--- src/rtl/seq_detector_param_if.sv ---
// Bundles the serial-detector stream, configuration and result signals.
// master drives the stream and config inputs; slave is the detector side.
interface seq_detector_param_if #(
    parameter int PATTERN_W = 3,
    parameter int CNT_W     = 8
);
    logic                 x;
    logic                 x_valid;
    logic                 overlap_en;
    logic                 clear;
    logic                 cfg_load;
    logic [PATTERN_W-1:0] cfg_pattern;
    logic                 y;
    logic [CNT_W-1:0]     match_count;

    // x is consumed only on edges with x_valid=1 (no back-pressure).
    // cfg_load and clear are single-edge commands; y is a one-cycle pulse.
    modport master (
        output x, x_valid, overlap_en, clear, cfg_load, cfg_pattern,
        input  y, match_count
    );

    modport slave (
        input  x, x_valid, overlap_en, clear, cfg_load, cfg_pattern,
        output y, match_count
    );
endinterface

--- src/rtl/seq_detector_param.sv ---
// Programmable serial-pattern detector: compares the last PATTERN_W valid bits
// against a loadable pattern, with overlap control and a saturating hit counter.
module seq_detector_param #(
    parameter int                   PATTERN_W       = 3,
    parameter logic [PATTERN_W-1:0] DEFAULT_PATTERN = PATTERN_W'(3'b101),
    parameter int                   CNT_W           = 8
) (
    input logic                clk,
    input logic                reset_n,
    seq_detector_param_if.slave bus
);
    localparam int FILL_W = $clog2(PATTERN_W + 1);
    localparam logic [FILL_W-1:0] FILL_MAX = FILL_W'(PATTERN_W);

    logic [PATTERN_W-1:0] r_pattern;
    logic [PATTERN_W-1:0] r_hist;
    logic [FILL_W-1:0]    r_fill;
    logic                 r_y;
    logic [CNT_W-1:0]     r_count;

    logic [PATTERN_W-1:0] w_pattern_n;
    logic [PATTERN_W-1:0] w_hist_n;
    logic [FILL_W-1:0]    w_fill_n;
    logic                 w_y_n;
    logic [CNT_W-1:0]     w_count_n;

    logic [PATTERN_W-1:0] w_hist_sh;
    logic [FILL_W-1:0]    w_fill_inc;
    logic                 w_hit;

    assign w_hist_sh  = {r_hist[PATTERN_W-2:0], bus.x};
    assign w_fill_inc = (r_fill == FILL_MAX) ? r_fill : r_fill + 1'b1;
    // fill gating keeps reset/clear zeros from matching an all-zero pattern
    assign w_hit      = (w_fill_inc == FILL_MAX) && (w_hist_sh == r_pattern);

    always_comb begin
        w_pattern_n = r_pattern;
        w_hist_n    = r_hist;
        w_fill_n    = r_fill;
        w_y_n       = 1'b0;
        w_count_n   = r_count;
        if (bus.cfg_load) begin
            w_pattern_n = bus.cfg_pattern;
            w_fill_n    = '0;
        end else if (bus.clear) begin
            w_hist_n  = '0;
            w_fill_n  = '0;
            w_count_n = '0;
        end else if (bus.x_valid) begin
            w_hist_n = w_hist_sh;
            w_y_n    = w_hit;
            if (w_hit) begin
                if (r_count != '1) w_count_n = r_count + 1'b1;
                // non-overlapping search restarts from an empty window
                w_fill_n = bus.overlap_en ? FILL_MAX : '0;
            end else begin
                w_fill_n = w_fill_inc;
            end
        end
    end

    always_ff @(posedge clk or negedge reset_n) begin
        if (!reset_n) begin
            r_pattern <= DEFAULT_PATTERN;
            r_hist    <= '0;
            r_fill    <= '0;
            r_y       <= 1'b0;
            r_count   <= '0;
        end else begin
            r_pattern <= w_pattern_n;
            r_hist    <= w_hist_n;
            r_fill    <= w_fill_n;
            r_y       <= w_y_n;
            r_count   <= w_count_n;
        end
    end

    assign bus.y           = r_y;
    assign bus.match_count = r_count;
endmodule

--- src/flat_wrapper.sv ---
// flat-port wrapper written by rule: the top's interface ports become plain ports
module seq_detector_param_flat 
#(
    parameter int                   PATTERN_W       = 3,
    parameter logic [PATTERN_W-1:0] DEFAULT_PATTERN = PATTERN_W'(3'b101),
    parameter int                   CNT_W           = 8
)
  (clk, reset_n, bus_x, bus_x_valid, bus_overlap_en, bus_clear, bus_cfg_load, bus_cfg_pattern, bus_y, bus_match_count);
  seq_detector_param_if #(.PATTERN_W(PATTERN_W), .CNT_W(CNT_W)) bus_i ();
  input logic clk;
  input logic reset_n;
  input wire logic [$bits(bus_i.x)-1:0] bus_x;
  input wire logic [$bits(bus_i.x_valid)-1:0] bus_x_valid;
  input wire logic [$bits(bus_i.overlap_en)-1:0] bus_overlap_en;
  input wire logic [$bits(bus_i.clear)-1:0] bus_clear;
  input wire logic [$bits(bus_i.cfg_load)-1:0] bus_cfg_load;
  input wire logic [$bits(bus_i.cfg_pattern)-1:0] bus_cfg_pattern;
  output wire logic [$bits(bus_i.y)-1:0] bus_y;
  output wire logic [$bits(bus_i.match_count)-1:0] bus_match_count;
  assign bus_i.x = bus_x;
  assign bus_i.x_valid = bus_x_valid;
  assign bus_i.overlap_en = bus_overlap_en;
  assign bus_i.clear = bus_clear;
  assign bus_i.cfg_load = bus_cfg_load;
  assign bus_i.cfg_pattern = bus_cfg_pattern;
  assign bus_y = bus_i.y;
  assign bus_match_count = bus_i.match_count;
  seq_detector_param #(.PATTERN_W(PATTERN_W), .DEFAULT_PATTERN(DEFAULT_PATTERN), .CNT_W(CNT_W)) u_core (.clk(clk), .reset_n(reset_n), .bus(bus_i));
endmodule
--- config.mk ---
export PLATFORM = sky130hd
export DESIGN_NAME = seq_detector_param_flat
export DESIGN_NICKNAME = d
export VERILOG_FILES = /design/src/rtl/seq_detector_param_if.sv /design/src/rtl/seq_detector_param.sv /design/src/flat_wrapper.sv
export SDC_FILE = /design/constraint.sdc
export NUM_CORES = 1
export LEC_CHECK = 0
export ABC_AREA = 1
export CAP_MARGIN = 25
export CORE_MARGIN = 5
export CORE_UTILIZATION = 50
export CTS_BUF_LIST = sky130_fd_sc_hd__clkbuf_4 sky130_fd_sc_hd__clkbuf_8
export DETAILED_ROUTE_END_ITERATION = 6
export PLACE_DENSITY = 0.86
export SLEW_MARGIN = 40
export SYNTH_ARGS = -nofsm -noshare
export SYNTH_HDL_FRONTEND = slang
export SYNTH_SLANG_ARGS = --single-unit
--- constraint.sdc ---
create_clock -name clk -period 3.45 [get_ports clk]
set_input_delay 0.69 -clock clk [delete_from_list [all_inputs] [get_ports clk]]
set_output_delay 0.69 -clock clk [all_outputs]
set_load 0.02 [all_outputs]
==> results.yml <==
critical_path:
  worstSetupPathType: "register to output port"
  endpoint_kind: "output port"
  cpMaxStageDelayCell: "clkdlybuf4s50_1"
  setup.worst_path.start_class: "register"
  path_delay_family: "buffers and inverters"
  crit_fanout: 7
  crit_buf_inv: 1
  crit_chain: "clkdlybuf4s50_1"
  arrival_ps: 1420
  critPathRequiredTime_ps: 2760
  max_stage_delay_ps: 650
pwr:
  irDropWorstVdd_uv: 245
  power.leakage_nw: 0.588
  powerDensity_nw_per_um2: 361
synth:
  avgSynthCellArea_um2: 7.35
  netlist_area_um2: 985
  synth_seq_cells: 16
  synth_fp_nets: 145
  synth_cell_types: 23
  ys_warn_count: 0
  syn_inst: 134
  ys_seq_area_frac: 0.409
route:
  drtPass1Iterations: 4
  route.detailed.drc: 0
  wl_per_cell_um: 11.9
  vias_per_cell: 5.02
  vias: 913
  wirelength_um: 2160
  drtIter0Drc: 19
  final_antenna_net_count: 0
timing:
  drv_slew: 0
  tns_ps: 0
  timing.fmax_mhz: 473
  rsz0062_at_grt: "no"
  slew_headroom: 0.521
  final.setup_skew_ps: 2.23
  hold_viol_final: 0
  finalSetupViolations: 0
  period_minus_slack_ps: 2110
  min_period_over_period: 0.613
  tightest_slew_ps: 716
global_route:
  grt_pass1_vias: 955
  track_usage: 0.181
  grt_overflow: 0
  grt_max_degree: 17
  grt_pass1_wl_um: 3880
  antenna_found_initial: 0
place:
  post-place-cells: 178
  place_congestion: 0.911
  port-buffer-count: 18
  hpwl_um: 1720
status:
  outcome: "finished clean"
cts:
  clock-sinks: 16
  post_cts_resized: 0
  htreeDepth: 1
  cts_root_buffer: "clkbuf_4"
  path_clk_slew_ps: 100
  cts_setup_buffers: 0
  cts_tree: "built"
  clockBufferDepth: 2
  cts_buffers: 3
  clkLatencyLatePin_ps: 280
  hold_buffers: 0
cells_and_area:
  layout_common_cells: "nand2_1 (48), clkdlybuf4s50_1 (18), inv_1 (17), nor2_1 (16), dfrtp_1 (14)"
  stdcell_count: 182
  nNetsFinal: 167
  fillCellCount: 196
  n_antenna_cell: 0
  syn_to_final_growth_pct: 24.3
  layout_commonest_cell: "nand2_1"
  drive_above_1_share: 0.0968
job:
  drv_cap: 0
die:
  initial_core_util: 0.512
  design.die.area_um2: 2960
  io_pins: 19
  dieHeight_um: 54.4
  core_area_um2: 1920
  die_x_um: 54.4
  std_cell_rows: 16
worst_hold_path:
  hold_path.class: "register to register"
kinds of logic after synthesis:
family                   share of synthesized area
AND/OR/NAND/NOR                              0.437
buffers and inverters                       0.0800
flip-flops                                   0.409
AO/OA/AOI/OAI                               0.0610
adder cells (fa/ha/maj)                     0.0127
layout make-up:
type                    count  area, um^2  area share
well taps                  27        33.8      0.0276
clock buffers               4        36.3      0.0297
flip-flops and latches     16         403       0.329
repair buffers             18         180       0.147
multi-input cells          99         503       0.411
inverters                  18        67.6      0.0552
final timing paths:
check                      slack, ps                      start                   endpoint  cells past startpoint
max reg2reg                     1910  u_core.bus.match_count[0]  u_core.bus.match_count[6]                      7
max                             1340  u_core.bus.match_count[0]         bus_match_count[0]                      1
min                              500        u_core.r_pattern[2]        u_core.r_pattern[2]                      2
min in group asynchronous        830                    reset_n  u_core.bus.match_count[6]                      1
max in group asynchronous       2170                    reset_n        u_core.r_pattern[1]                      1
min reg2reg                      500        u_core.r_pattern[2]        u_core.r_pattern[2]                      2
cell usage after synthesis:
master     n  area (um^2)
nand2_1   48          180
inv_1     17         63.8
nor2_1    16         60.1
dfrtp_1   14          350
nand3_1    8         40.0
nand4_1    6         37.5
o21ai_0    6         30.0
dfstp_2    2         52.6
nand3_4    2         35.0
o22ai_1    2         12.5
a21oi_1    1         5.00
buf_6      1         11.3
ha_1       1         12.5
inv_2      1         3.75
nand2_2    1         6.26
nand3_2    1         10.0
nor2_2     1         6.26
nor2_4     1         11.3
nor2_8     1         20.0
nor3_4     1         16.3
nor3b_1    1         7.51
o21ai_1    1         5.00
o21bai_1   1         7.51
per-stage QoR:
stage	hold slack, ps	utilization	total power, mW	cell area [um^2]	worst slack [ps]
2_1_floorplan	394	-	0.276	985	2000
5_1_grt	536	0.637	0.468	1220	1270
3_3_place_gp	482	0.618	0.317	1190	1340
6_report	504	0.637	0.441	1220	1340
3_5_place_dp	488	0.618	0.321	1190	1290
4_1_cts	506	0.637	0.443	1220	1340
layer usage:
layer / track usage / part of all wire / vias up
met4: 0.0913 / 0.015 / 0
met2: 0.311 / 0.50 / 32
met3: 0.0409 / 0.056 / 6
met1: 0.209 / 0.43 / 405
met5: 0 / 0 / -
li1: - / - / 470
power by group:
group	internal [mW]	switching (mW)
clock network	0.0642	0.0606
logic	0.0422	0.0548
registers	0.203	0.0164
registers in the layout, indices dropped and copies added (netlist names):
| name | count |
|---|---|
| u_core.r_hist | 2 |
| u_core.bus.match_count | 8 |
| u_core.r_pattern | 3 |
| u_core.r_fill | 2 |
| u_core.bus.y | 1 |
tightest hold or removal path: stages, from the launching register on:
cell and delay, ps:
dfstp_2 380, inv_1 60, o21ai_0 70
No activity file was read; power rests on OpenSTA's default activity.
